$ cat config.mk
export PLATFORM = sky130hd
export DESIGN_NAME = mcu_dmi_uncore_bridge
export DESIGN_NICKNAME = d
export VERILOG_FILES = /design/src/rtl/mcu_dmi_pkg.sv /design/src/rtl/mcu_dmi_uncore_bridge.sv
export SDC_FILE = /design/constraint.sdc
export NUM_CORES = 1
export LEC_CHECK = 0
export ABC_AREA = 0
export CORE_MARGIN = 5
export CORE_UTILIZATION = 60
export CTS_BUF_LIST = sky130_fd_sc_hd__clkbuf_4
export DETAILED_ROUTE_END_ITERATION = 8
export DONT_BUFFER_PORTS = 1
export GPL_TIMING_DRIVEN = 0
export PLACE_DENSITY = 0.8
export SLEW_MARGIN = 15
export SYNTH_ARGS = -nofsm -noshare
export SYNTH_HDL_FRONTEND = slang
export SYNTH_SLANG_ARGS = --single-unit
$ cat constraint.sdc
create_clock -name clk -period 2.05 [get_ports clk]
set_input_delay 0.615 -clock clk [delete_from_list [all_inputs] [get_ports clk]]
set_output_delay 0.615 -clock clk [all_outputs]
set_load 0.01 [all_outputs]
$ cat src/rtl/mcu_dmi_pkg.sv
// -----------------------------------------------------------------------------
// mcu_dmi_pkg
// Types and constants shared by the MCU DMI uncore bridge.
//   state_e     : bridge FSM states (IDLE, REQ)
//   STATUS_ADDR_DEF : default DMI address of the bridge-local status register
//   ST_*        : bit positions inside the 32-bit status word
//   status_t    : packed view of the status word
// -----------------------------------------------------------------------------
package mcu_dmi_pkg;

  typedef enum logic {
    IDLE = 1'b0,
    REQ  = 1'b1
  } state_e;

  localparam logic [6:0] STATUS_ADDR_DEF = 7'h7F;

  localparam int ST_BUSY    = 0;
  localparam int ST_ERR     = 1;
  localparam int ST_TIMEOUT = 2;
  localparam int ST_OVERRUN = 3;
  localparam int ST_CNT_LSB = 8;

  // Field order is MSB first, so busy lands on bit 0 and the completion
  // count on bits [15:8], matching the ST_* indices above.
  typedef struct packed {
    logic [15:0] rsvd_hi;
    logic [7:0]  cmpl_cnt;
    logic [3:0]  rsvd_lo;
    logic        overrun;
    logic        timeout;
    logic        err;
    logic        busy;
  } status_t;

endpackage

$ cat src/rtl/mcu_dmi_uncore_bridge.sv
// -----------------------------------------------------------------------------
// mcu_dmi_uncore_bridge
// Turns the one-cycle uncore DMI strobe from the DMI aperture mux into a held
// req/ack transaction on the uncore register bus, returns registered read
// data, aborts requests that are never acknowledged, and keeps a local sticky
// status register at STATUS_ADDR (never forwarded).
//
// Ports
//   clk, rst_l                  : clock, synchronous active-low reset
//   dmi_uncore_en/wr_en/addr/wdata : single-cycle access strobe and fields
//   dmi_uncore_rdata            : registered read data back to the DMI mux
//   uncore_req/we/addr/wdata    : request to the fabric, held until ack/timeout
//   uncore_ack/rdata/err        : one-cycle completion from the fabric
//   bridge_busy                 : high while a request is outstanding
// -----------------------------------------------------------------------------
module mcu_dmi_uncore_bridge
  import mcu_dmi_pkg::*;
#(
  parameter int         TIMEOUT_CYCLES = 255,
  parameter int         CNT_W          = 8,
  parameter logic [6:0] STATUS_ADDR    = STATUS_ADDR_DEF
) (
  input  logic        clk,
  input  logic        rst_l,
  input  logic        dmi_uncore_en,
  input  logic        dmi_uncore_wr_en,
  input  logic [6:0]  dmi_uncore_addr,
  input  logic [31:0] dmi_uncore_wdata,
  output logic [31:0] dmi_uncore_rdata,
  output logic        uncore_req,
  output logic        uncore_we,
  output logic [6:0]  uncore_addr,
  output logic [31:0] uncore_wdata,
  input  logic        uncore_ack,
  input  logic [31:0] uncore_rdata,
  input  logic        uncore_err,
  output logic        bridge_busy
);

  // Last counter value before the watchdog fires: counter starts at 0 in the
  // first REQ cycle, so req stays up for exactly TIMEOUT_CYCLES cycles.
  localparam logic [CNT_W-1:0] TO_LAST = CNT_W'(TIMEOUT_CYCLES - 1);

  state_e             state_q, state_d;
  logic [CNT_W-1:0]   wdog_q;
  logic [7:0]         cmpl_cnt_q;
  logic               err_q, timeout_q, overrun_q;
  status_t            status;

  // Decoded one-cycle actions
  logic start, done_ack, done_timeout, overrun_hit, status_rd, status_clr;

  // Request and busy are both pure functions of the state register, so they
  // drop on the very edge that returns the FSM to IDLE (or resets it).
  assign uncore_req  = (state_q == REQ);
  assign bridge_busy = (state_q == REQ);

  always_comb begin
    status          = '0;
    status.busy     = (state_q == REQ);
    status.err      = err_q;
    status.timeout  = timeout_q;
    status.overrun  = overrun_q;
    status.cmpl_cnt = cmpl_cnt_q;
  end

  // ---------------------------------------------------------------------------
  // FSM: state register
  // ---------------------------------------------------------------------------
  // NOTE: sequential state is written with non-blocking assignments so every
  // flop samples pre-edge values regardless of process ordering.
  always_ff @(posedge clk) begin
    if (!rst_l) state_q <= IDLE;
    else        state_q <= state_d;
  end

  // ---------------------------------------------------------------------------
  // FSM: next state and action decode
  // ---------------------------------------------------------------------------
  always_comb begin
    // NOTE: every output of this block gets a default first, so no path
    // through the case can leave a value unassigned and infer a latch.
    state_d      = state_q;
    start        = 1'b0;
    done_ack     = 1'b0;
    done_timeout = 1'b0;
    overrun_hit  = 1'b0;
    status_rd    = 1'b0;
    status_clr   = 1'b0;

    unique case (state_q)
      IDLE: begin
        // A late ack after a timeout lands here and is simply ignored.
        if (dmi_uncore_en) begin
          if (dmi_uncore_addr == STATUS_ADDR) begin
            status_rd  = !dmi_uncore_wr_en;
            status_clr = dmi_uncore_wr_en && dmi_uncore_wdata[0];
          end else begin
            start   = 1'b1;
            state_d = REQ;
          end
        end
      end

      REQ: begin
        // A new strobe while busy is dropped; the live transaction continues.
        overrun_hit = dmi_uncore_en;
        if (uncore_ack) begin
          done_ack = 1'b1;
          state_d  = IDLE;
        end else if (wdog_q == TO_LAST) begin
          done_timeout = 1'b1;
          state_d      = IDLE;
        end
      end

      default: state_d = IDLE;
    endcase
  end

  // ---------------------------------------------------------------------------
  // Datapath: request fields, watchdog, read data, sticky status
  // ---------------------------------------------------------------------------
  always_ff @(posedge clk) begin
    if (!rst_l) begin
      uncore_we        <= 1'b0;
      uncore_addr      <= '0;
      uncore_wdata     <= '0;
      dmi_uncore_rdata <= '0;
      wdog_q           <= '0;
      cmpl_cnt_q       <= '0;
      err_q            <= 1'b0;
      timeout_q        <= 1'b0;
      overrun_q        <= 1'b0;
    end else begin
      if (start) begin
        uncore_we    <= dmi_uncore_wr_en;
        uncore_addr  <= dmi_uncore_addr;
        uncore_wdata <= dmi_uncore_wdata;
        wdog_q       <= '0;
      end else if (state_q == REQ && state_d == REQ) begin
        wdog_q <= wdog_q + CNT_W'(1);
      end

      // Fields return to zero with req so the bus is quiet between requests.
      if (state_q == REQ && state_d == IDLE) begin
        uncore_we    <= 1'b0;
        uncore_addr  <= '0;
        uncore_wdata <= '0;
      end

      if (status_rd) dmi_uncore_rdata <= status;

      if (done_ack) begin
        if (!uncore_we) dmi_uncore_rdata <= uncore_err ? 32'h0 : uncore_rdata;
        if (uncore_err) err_q <= 1'b1;
        cmpl_cnt_q <= cmpl_cnt_q + 8'd1;
      end

      if (done_timeout) begin
        timeout_q <= 1'b1;
        if (!uncore_we) dmi_uncore_rdata <= 32'h0;
      end

      if (overrun_hit) overrun_q <= 1'b1;

      // Status clear only happens in IDLE, so it never races the set terms.
      if (status_clr) begin
        err_q     <= 1'b0;
        timeout_q <= 1'b0;
        overrun_q <= 1'b0;
      end
    end
  end

endmodule

* Word-level counts from Yosys, hierarchy flattened
Index checks and enable logic that the tools add are counted.
** Operators by class
- Eq/ne operators :: 2
- Bitwise operators :: 3
- Multiplexer cells :: 24
- Add/subtract/negate cells :: 2
- Reduce and logical (&&, ||, !) cells :: 8
** Operators by type and width (count)
- $mux 32 :: 6
- $mux 1 :: 17
- $add 8x1->8 const B :: 2
- $eq 8x8->1 const B :: 1
- $eq 7x7->1 const B :: 1
- $reduce_or 2->1 :: 3
- $logic_and 1x1->1 :: 3
- $not 1->1 :: 3
- $pmux 1 s2 :: 1
- $reduce_and 2->1 :: 1
- $logic_not 1->1 :: 1
** Storage, ports and cells
- Output and inout port bits :: 74
- Input bits :: 77
- Bits in registers :: 92

* Longest topological paths before layout
Gate-level depths: netlist (run 1).
- Depth after elaboration :: 9
- Depth in mapped cells :: 8
- Mapped depth without buffers :: 6

* Worst setup path after synthesis (run 1)
Ideal clock, no wire load.
- Path type :: input port to flip-flop
- From :: input port dmi_uncore_addr[6]
- To :: register dmi_uncore_rdata[10]
- Buffers on the path :: 1
- Path slack :: 0.472 ns
- Setup time :: 0.086 ns
- Arrival :: 1.492 ns
- Stages on the path :: 5
- Required time :: 1.964 ns
- Cells stage by stage :: and4_1 nand3_1 clkbuf_1 nor2_1 a211oi_1
** On the way
- Cells in the longest elaborated chain, start to end :: 9
** RTL lines
- start: declaration :: line mcu_dmi_uncore_bridge.sv:27 : input logic [6:0] dmi_uncore_addr,
- $eq 7x7->1 (*) :: line mcu_dmi_uncore_bridge.sv:95 : if (dmi_uncore_addr == STATUS_ADDR) begin
- $mux 1 (*) :: line mcu_dmi_uncore_bridge.sv:95
- $mux 1 (*) :: line mcu_dmi_uncore_bridge.sv:94 : if (dmi_uncore_en) begin
- $mux 1 (*) :: line mcu_dmi_uncore_bridge.sv:91 : unique case (state_q)
- $mux 32 (*) :: line mcu_dmi_uncore_bridge.sv:152 : if (status_rd) dmi_uncore_rdata <= status;
- $mux 32 :: line mcu_dmi_uncore_bridge.sv:155 : if (!uncore_we) dmi_uncore_rdata <= uncore_err ? 32'h0 : uncore_rdata;
- $mux 32 (*) :: line mcu_dmi_uncore_bridge.sv:154 : if (done_ack) begin
- $mux 32 :: line mcu_dmi_uncore_bridge.sv:162 : if (!uncore_we) dmi_uncore_rdata <= 32'h0;
- $mux 32 (*) :: line mcu_dmi_uncore_bridge.sv:160 : if (done_timeout) begin
- end signal: assignment :: line mcu_dmi_uncore_bridge.sv:152
- end signal: assignment :: line mcu_dmi_uncore_bridge.sv:155
- end: declaration :: line mcu_dmi_uncore_bridge.sv:29 : output logic [31:0] dmi_uncore_rdata,
Every way passes the cells marked *; elsewhere a longest branch is shown, timed or not.
A chain may end at the register's enable or synchronous reset.

* Worst setup path in the final report (run 1)
- From :: register state_q, in the netlist bridge_busy
- To :: output port uncore_req
** RTL lines
- start: declaration :: line mcu_dmi_uncore_bridge.sv:44 : state_e state_q, state_d;
- start signal: assignment :: line mcu_dmi_uncore_bridge.sv:74 : else state_q <= state_d;
- end: declaration :: line mcu_dmi_uncore_bridge.sv:30 : output logic uncore_req,
No word-level cell between the ends.

==> run_results.csv, run 1 <==
group,metric,value,unit
outcome,status,"completed",
yosys,synth_top_family_by_area,"simple AND/OR/NAND/NOR gates",
global_route,antenna_found_initial,0,
cells_and_area,nets,508,
die,io-pin-count,151,
routing,postRouteWirelength,8460,microns
worst_setup_path,reg2reg_slack,0.19,ns
worst_setup_path,worst-path-buf-inv,1,
worst_setup_path,startpoint_type,"flop",
worst_setup_path,r2r-end,"dmi_uncore_rdata[11]",
clock_tree,cts_tree,"built",
yosys,synth_area,0.00364,sq mm
yosys,muxShareOfSynthArea,0.0330,
flow_run,max_cap_violations,0,
routing,post_drt_wl_per_cell,16.6,microns
min_path,hp-class,"in2reg",
timing,finClkSkew,0.0260,ns
worst_setup_path,worstSetupEndpointType,"primary output",
clock_tree,clk_pin_slew_worst_paths,0.16,ns
worst_setup_path,crit_family,"flip-flops",
routing,drc,0,
cells_and_area,num_antenna_cells,0,
clock_tree,cts-htree-levels,3,
global_route,first_global_vias,2870,
yosys,netlist_top_cells_area,"dfxtp_1, nand2_1, a21oi_1",
die,core_area,0.00592,sq mm
yosys,post-synth-top-area-cell,"dfxtp_1",
clock_tree,clock_latency,0.45,ns
die,num_rows,28,
yosys,synth_compound_area_frac,0.165,
timing,tightest_slew,0.443,ns
yosys,synth_cell_types,42,
clock_tree,postCtsSetupRepairBufs,0,
die,die_x,87.9,microns
min_path,holdCritStartpoint,"dmi_uncore_wdata[11]",
yosys,syn_avg_cell_area,8.74,sq um
timing,rsz0062_at_grt,"no",
routing,drtIter0Drc,89,
clock_tree,cts_root_buffer,"clkbuf_4",
worst_setup_path,worstPathArrival,1.26,ns
worst_setup_path,rr_worst_depth,5,
yosys,seq_area_frac_synth,0.505,
routing,first_pass_iters,4,
clock_tree,cts_buffers,9,
min_path,min_to,"uncore_wdata[11]",
die,start_util,0.616,
clock_tree,cts_resized,0,
worst_setup_path,crit_path_start,"bridge_busy",
yosys,syn-num-nets,497,
global_route,grt-ovfl-total,0,
worst_setup_path,cp_cell_sequence,"buf_4",
yosys,synth-xor-area-share,0.0288,
worst_setup_path,slowest_delay,0.62,ns
clock_tree,cts_hold_buf,0,
worst_setup_path,crit_path_top_delay_cell,"dfxtp_1",
pwr,cellPowerDensity,851,mW/mm^2
die,dieArea,0.00773,sq mm
placed_design,gp_congestion,0.833,
yosys,synth_top_flop_cell,"dfxtp_1",
yosys,ys_ff_latch,92,
yosys,synth_edf_count,0,
routing,via_count,2925,
routing,viasPerCell,5.76,
cells_and_area,drive_above_1_share,0.104,
worst_setup_path,crit_path_max_fanout,11,
yosys,synth_fa_ha_area_frac,0.0103,
timing,slew-limit-headroom,0.704,
placed_design,dp_hpwl,6410,microns
cells_and_area,area_growth,7.38,%
timing,finalHoldViolations,0,
yosys,synth_top_area_frac,0.505,
timing,fmax,533,MHz
placed_design,port_buffers,0,
worst_setup_path,r2r_start,"wdog_q[1]",
yosys,yosysWarnings,0,
pwr,vdd_drop_max,0.000543,V
worst_setup_path,critPathRequiredTime,1.43,ns
pwr,leakage,1.48,nW
timing,report.final.slew_viol_count,0,
die,die_h,87.9,microns
timing,layout_worst_path_cycle_share,0.916,
clock_tree,clock_sinks,92,
pwr,power,3.33,mW
routing,ant_nets,0,
timing,tns,0,ns
clock_tree,clock_path_buffers,2,
global_route,grt_max_degree,17,
yosys,ys_async_sr_fraction,0,
global_route,grt_pass1_wl,13200,microns
timing,min_period,1.88,ns
worst_setup_path,crit_type,"reg2out",
global_route,grt_use_total,0.217,
yosys,yosys.area_share.simple,0.214,
min_path,hold_depth,2,
timing,setup_viol,0,
yosys,syn_inst,417,
==> how the worst max path moves through the flow <==
stage | end | cells after the start | slack [ns]
6_report | uncore_req | 1 | 0.17
5_1_grt | uncore_wdata[20] | 7 | 0.05
4_1_cts | uncore_addr[0] | 7 | 0.09
3_5_place_dp | uncore_addr[5] | 7 | 0.07
3_3_place_gp | uncore_addr[2] | 7 | 0.18
2_1_floorplan | dmi_uncore_rdata[10] | 5 | 0.47
==> synthesized netlist by cell type, drive strengths merged (7+ instances only) <==
cell type   n
a211oi     13
a21oi      44
a22oi      21
and2        7
buf        23
dfxtp      92
mux2i      12
nand2      83
nand3       7
nor2       44
nor2b      13
==> power breakdown <==
part / internal (mW) / switching, mW
sequential: 1.86 / 0.0840
clock: 0.523 / 0.624
combinational: 0.0949 / 0.150
==> area by class of cell <==
type / instances / area (sq um)
tap: 75 / 93.8
clock buffer: 10 / 75.1
inverter: 2 / 7.51
clock inverter: 6 / 96.3
sequential: 92 / 1840
fill: 508 / 2010
buffer: 29 / 151
multi-input combinational: 294 / 1650
==> layout by cell type (no fill, tap or decap), drive strengths merged, types with 2 or more instances in the layout <==
master,n
nor2b,13
a211oi,13
a21oi,44
xnor2,6
bufinv,2
and4,2
nand2,83
nor2,44
a21boi,2
nand3,7
clkbuf,16
ha,3
nand4,5
nand2b,2
inv,4
o22ai,2
nor3,2
buf,23
o21ai,3
o31ai,2
dfxtp,92
and2,7
mux2i,12
a31oi,2
and3,3
xor2,6
a22oi,21
==> sequential cells by signal, summed over array words and instances, names as in the netlist <==
signal	flops
bridge_busy	1
cmpl_cnt_q	8
dmi_uncore_rdata	32
err_q	1
overrun_q	1
timeout_q	1
uncore_addr	7
uncore_wdata	32
uncore_we	1
wdog_q	8
==> layer usage <==
metal,vias up,track usage,part of all wire
li1,1438,-,-
met1,1349,0.254,0.39
met2,126,0.355,0.47
met3,12,0.0809,0.12
met4,0,0.0948,0.017
met5,-,0,0
==> cell families after synthesis <==
family | after synthesis
compound gates | 93
xor+xnor | 12
fa+ha+maj | 3
buf+inv | 31
flops | 92
mux | 12
simple gates | 174
==> metrics by stage <==
stage	worst slack (ns)	utilization	hold WS (ns)	std cells	area, sq um
2_1_floorplan	0.472	-	0.437	417	3640
3_3_place_gp	0.184	0.631	0.455	492	3740
3_5_place_dp	0.0724	0.631	0.479	492	3740
4_1_cts	0.0945	0.660	0.255	508	3910
5_1_grt	0.0485	0.661	0.251	508	3910
6_report	0.172	0.661	0.271	508	3910
(Power assumes the default switching activity.)
==> inputs of run 2 (changes only) <==
--- a/config.mk
+++ b/config.mk
@@ -13,6 +13,7 @@
 export DONT_BUFFER_PORTS = 1
 export GPL_TIMING_DRIVEN = 0
 export PLACE_DENSITY = 0.8
+export SKIP_CTS_REPAIR_TIMING = 1
 export SLEW_MARGIN = 15
 export SYNTH_ARGS = -nofsm -noshare
 export SYNTH_HDL_FRONTEND = slang
==> constraint.sdc (replaced) <==
create_clock -name clk -period 2.05 [get_ports clk]
set_input_delay 0.1025 -clock clk [delete_from_list [all_inputs] [get_ports clk]]
set_output_delay 0.1025 -clock clk [all_outputs]
set_load 0.01 [all_outputs]
==> run 2 against run 1 <==
  * Cell area grew 17%
  * Largest cell class unchanged
  * Sequential cell count unchanged
  * Maximum frequency is essentially flat
  * Critical path depth up 6
  * Clock-buffer cell count stayed put
  * Combinational power increased by 48%
==> run_results.csv, run 2 (synthesis results as in run 1) <==
group,metric,value,unit
outcome,status,"completed",
die,num_rows,28,
global_route,grt_use_met1,0.254,
global_route,grt_use_total,0.217,
pwr,leakage,1.75,nW
timing,slew-limit-headroom,0.702,
global_route,grt_busiest_layer,"met2",
routing,via_count,3309,
cells_and_area,num_antenna_cells,0,
routing,ant_nets,0,
timing,report.final.slew_viol_count,0,
placed_design,gp_congestion,0.833,
timing,layout_setup_ws,0.170,ns
clock_tree,clock_sinks,92,
cells_and_area,nets,573,
timing,tightest_slew,0.447,ns
cells_and_area,final_area,0.00456,sq mm
routing,postRouteWirelength,10300,microns
worst_setup_path,startpoint_type,"flop",
global_route,antenna_found_initial,0,
placed_design,place_ws,0.0724,ns
timing,fmax,532,MHz
clock_tree,cts_tree,"built",
min_path,hp-class,"in2reg",
global_route,grt-ovfl-total,0,
timing,layout_worst_path_cycle_share,0.917,
die,start_util,0.616,
timing,finalHoldViolations,0,
cells_and_area,final_common_cell,"dfxtp_1",
cells_and_area,layout_common_cells,"dfxtp_1, nand2_1, dlygate4sd3_1",
cells_and_area,fill_cells,377,
worst_setup_path,crit_path_max_fanout,10,
timing,setup_viol,0,
placed_design,place_area,0.00374,sq mm
pwr,vdd_drop_max,0.000613,V
worst_setup_path,worstSetupEndpointType,"flop",
placed_design,port_buffers,0,
die,dieArea,0.00773,sq mm
worst_setup_path,reg2reg_slack,0.17,ns
clock_tree,clock_latency,0.46,ns
clock_tree,clk_pin_slew_worst_paths,0.14,ns
global_route,first_global_vias,2870,
cells_and_area,largestRegisters,"dmi_uncore_rdata: 32 flops, uncore_wdata: 32 flops",
global_route,met2_usage,0.355,
timing,finClkSkew,0.0286,ns
timing,tns,0,ns
routing,first_pass_iters,4,
cells_and_area,drive_above_1_share,0.0904,
die,core_area,0.00592,sq mm
die,io-pin-count,151,
worst_setup_path,worstPathArrival,2.21,ns
timing,rsz0062_at_grt,"no",
routing,drtIter0Drc,111,
timing,min_period,1.88,ns
global_route,grt_max_degree,17,
clock_tree,clock_path_buffers,2,
routing,post_drt_wl_per_cell,17.9,microns
worst_setup_path,crit_path_start,"wdog_q[1]",
clock_tree,cts-htree-levels,3,
flow_run,max_cap_violations,0,
routing,drc,0,
die,die_h,87.9,microns
cells_and_area,area_growth,25.2,%
worst_setup_path,r2r-end,"uncore_addr[0]",
worst_setup_path,crit_type,"reg2reg",
die,die_x,87.9,microns
placed_design,dp_hpwl,6410,microns
worst_setup_path,rr_worst_depth,7,
pwr,cellPowerDensity,760,mW/mm^2
clock_tree,cts_buffers,9,
worst_setup_path,r2r_start,"wdog_q[1]",
timing,whs,0.0208,ns
clock_tree,cts_root_buffer,"clkbuf_4",
routing,viasPerCell,5.77,
global_route,grt_pass1_wl,13200,microns
worst_setup_path,crit_path_end,"uncore_addr[0]",
global_route,gr-usage-met3,0.0809,
worst_setup_path,critPathRequiredTime,2.38,ns
run 2: cell types whose count changed in the layout (fill, tap and decap cells not counted):
cell	before	now
dlygate4sd3_1	0	65
run 2: critical path, stage by stage (launching register included):
cell and delay [ns]:
dfxtp_1 0.44, ha_1 0.21, and3_1 0.15, clkbuf_1 0.24, a21oi_1 0.12, o21ai_2 0.26, buf_2 0.29, a21oi_1 0.07
run 2: cell type report:
type                    instances  area (sq um)  share of cell area
multi-input cells             294          1650               0.361
clock buffers                  10          75.1              0.0164
plain buffers                  29           151              0.0332
well taps                      75          93.8              0.0206
clock inverters                 6          96.3              0.0211
flip-flops and latches         92          1840               0.404
repair buffers                 65           651               0.143
inverters                       2          7.51             0.00164
run 2: metrics by stage:
step	instances	power [mW]	utilization
2_1_floorplan	417	2.16	-
3_3_place_gp	492	2.21	0.631
3_5_place_dp	492	2.22	0.631
4_1_cts	508	3.36	0.660
5_1_grt	573	3.61	0.771
6_report	573	3.47	0.771
run 2: worst min-delay path by stage:
stage	startpoint	to	slack, ns	cells after the start
after floorplan	rst_l	dmi_uncore_rdata[1]	0.24	2
after global routing	uncore_rdata[13]	dmi_uncore_rdata[13]	0.01	3
final	uncore_rdata[13]	dmi_uncore_rdata[13]	0.02	3
after detailed placement	dmi_uncore_wdata[11]	uncore_wdata[11]	0.24	2
after CTS	dmi_uncore_wdata[11]	uncore_wdata[11]	-0.26	2
after global placement	dmi_uncore_wdata[23]	uncore_wdata[23]	0.24	2
run 2: per-layer routing:
metal,up-vias,routed length [microns],share of wire
li1,1575,-,-
met1,1560,4020,0.39
met4,0,201,0.020
met3,20,1080,0.10
met2,154,4980,0.48
met5,-,0,0
run 2: where the power goes:
| part | leakage, nW | switching, mW | total, mW | internal [mW] |
|---|---|---|---|---|
| logic | 0.915 | 0.186 | 0.363 | 0.177 |
| clock network | 0.0891 | 0.639 | 1.16 | 0.523 |
| registers | 0.748 | 0.0873 | 1.94 | 1.86 |
==> inputs of run 3 (changes only) <==
--- a/config.mk
+++ b/config.mk
@@ -11,8 +11,8 @@
 export CTS_BUF_LIST = sky130_fd_sc_hd__clkbuf_4
 export DETAILED_ROUTE_END_ITERATION = 8
 export DONT_BUFFER_PORTS = 1
-export GPL_TIMING_DRIVEN = 0
 export PLACE_DENSITY = 0.8
+export RECOVER_POWER = 25
 export SKIP_CTS_REPAIR_TIMING = 1
 export SLEW_MARGIN = 15
 export SYNTH_ARGS = -nofsm -noshare
==> run 3 against run 2 <==
  * The flow now finishes with violations (hold timing)
  * Power down 2.1%
  * Register-to-register slack improved by 0.13 ns
  * Sequential share of layout area is 0.44 points higher
  * Largest cell class unchanged
==> run_results.csv, run 3 (synthesis results as in run 1) <==
group,metric,value,unit
worst_setup_path,crit_path_top_delay_cell,"dfxtp_1",
cells_and_area,area_growth,23.9,%
worst_setup_path,critical_path_depth,5,
cells_and_area,layout_common_cells,"dfxtp_1, nand2_1, dlygate4sd3_1",
timing,tns,0,ns
timing,setup_viol,0,
worst_setup_path,crit_family,"flip-flops",
clock_tree,clock_path_buffers,2,
outcome,status,"finished with violations",
timing,layout_setup_ws,0.297,ns
timing,fmax,570,MHz
cells_and_area,drive_above_1_share,0.0689,
global_route,grt_use_total,0.206,
routing,via_count,3184,
worst_setup_path,worstSetupEndpointType,"flop",
clock_tree,cts_tree,"built",
die,start_util,0.616,
routing,post_drt_wl_per_cell,17.6,microns
global_route,grt-ovfl-total,0,
global_route,grt_max_degree,41,
routing,ant_nets,0,
routing,drtIter0Drc,135,
die,die_x,87.9,microns
die,io-pin-count,151,
outcome,violations,"hold timing",
worst_setup_path,slowest_delay,0.44,ns
timing,finClkSkew,0.0176,ns
routing,first_pass_iters,4,
cells_and_area,seqCellArea,0.00184,sq mm
pwr,leakage,1.70,nW
timing,rsz0062_at_grt,"no",
global_route,first_global_vias,2691,
placed_design,dp_hpwl,5930,microns
timing,report.final.slew_viol_count,0,
cells_and_area,nets,554,
die,die_h,87.9,microns
cells_and_area,largestRegisters,"dmi_uncore_rdata: 32 flops, uncore_wdata: 32 flops",
pwr,p_seq_frac,0.571,
global_route,grt_pass1_wl,12600,microns
pwr,power_frac_comb,0.105,
clock_tree,clk_pin_slew_worst_paths,0.13,ns
worst_setup_path,crit_type,"reg2reg",
clock_tree,clock_sinks,92,
timing,finalHoldViolations,1,
worst_setup_path,startpoint_type,"flop",
placed_design,port_buffers,0,
die,num_rows,28,
timing,whs,-0.00855,ns
global_route,antenna_found_initial,0,
cells_and_area,final_common_cell,"dfxtp_1",
placed_design,place_ws,0.325,ns
flow_run,max_cap_violations,0,
worst_setup_path,cp_cell_sequence,"ha_1, nand3_1, o41ai_4, buf_4, nor2_1",
cells_and_area,num_antenna_cells,0,
routing,drc,0,
timing,slew-limit-headroom,0.673,
worst_setup_path,rr_worst_depth,5,
clock_tree,cts_buffers,9,
timing,tightest_slew,0.490,ns
routing,postRouteWirelength,9730,microns
clock_tree,cts_root_buffer,"clkbuf_4",
worst_setup_path,worstPathArrival,2.06,ns
pwr,power,3.39,mW
pwr,vdd_drop_max,0.000571,V
worst_setup_path,worst-path-buf-inv,1,
pwr,switchingPower,0.852,mW
clock_tree,cts-htree-levels,3,
routing,viasPerCell,5.75,
timing,min_period,1.75,ns
cells_and_area,multi_input_area,0.00166,sq mm
worst_setup_path,critPathRequiredTime,2.35,ns
worst_setup_path,crit_path_max_fanout,32,
die,dieArea,0.00773,sq mm
cells_and_area,post-route-util,0.763,
placed_design,gp_congestion,0.840,
cells_and_area,fill_cells,398,
die,core_area,0.00592,sq mm
min_path,hp-class,"in2reg",
clock_tree,clock_latency,0.42,ns
pwr,swShare,0.251,
timing,layout_worst_path_cycle_share,0.855,
pwr,p_int,2.54,mW
min_path,hold_depth,3,
pwr,clockPowerShare,0.324,
pwr,cellPowerDensity,751,mW/mm^2
run 3: cell count changes in the layout (fill, tap and decap cells not counted), sizes merged:
cell / change
buf: -13
clkbuf: -6
clkinv: +2
inv: -2
run 3: cell type report:
class	count	area share
clock inverters	6	0.0197
inverters	2	0.00166
flip-flops and latches	92	0.408
multi-input cells	294	0.367
repair buffers	75	0.166
well taps	75	0.0208
clock buffers	10	0.0166
run 3: metrics by stage:
stage	cell area [sq um]	cells	hold slack [ns]
4_1_cts	3860	489	-0.235
6_report	4520	554	-0.00855
3_5_place_dp	3700	473	0.229
2_1_floorplan	3640	417	0.236
3_3_place_gp	3700	473	0.227
5_1_grt	4520	554	0.00710
run 3: worst paths after layout:
kind              slack, ns       start              endpoint
setup / recovery       0.30   wdog_q[1]  dmi_uncore_rdata[28]
hold reg to reg        0.50   timeout_q             timeout_q
setup reg to reg       0.30   wdog_q[1]  dmi_uncore_rdata[28]
hold / removal       -0.009  uncore_err  dmi_uncore_rdata[11]
run 3: routing by layer:
layer  global-route usage  wire, microns
met1                0.248           3760
met5                    0              0
met4               0.0976            205
met3               0.0809           1080
met2                0.325           4680
run 3: worst register-to-register path: stages, from the launching register on:
cell and delay [ns]:
dfxtp_1 0.44, ha_1 0.19, nand3_1 0.19, o41ai_4 0.37
buf_4 0.36, nor2_1 0.11
run 3: power groups by stage:
stage / Clock (mW) / Sequential (mW) / Combinational (mW)
3_3_place_gp: 0 / 1.97 / 0.232
4_1_cts: 1.12 / 1.94 / 0.241
3_5_place_dp: 0 / 1.97 / 0.240
2_1_floorplan: 0 / 1.96 / 0.197
5_1_grt: 1.21 / 1.95 / 0.394
6_report: 1.10 / 1.94 / 0.358
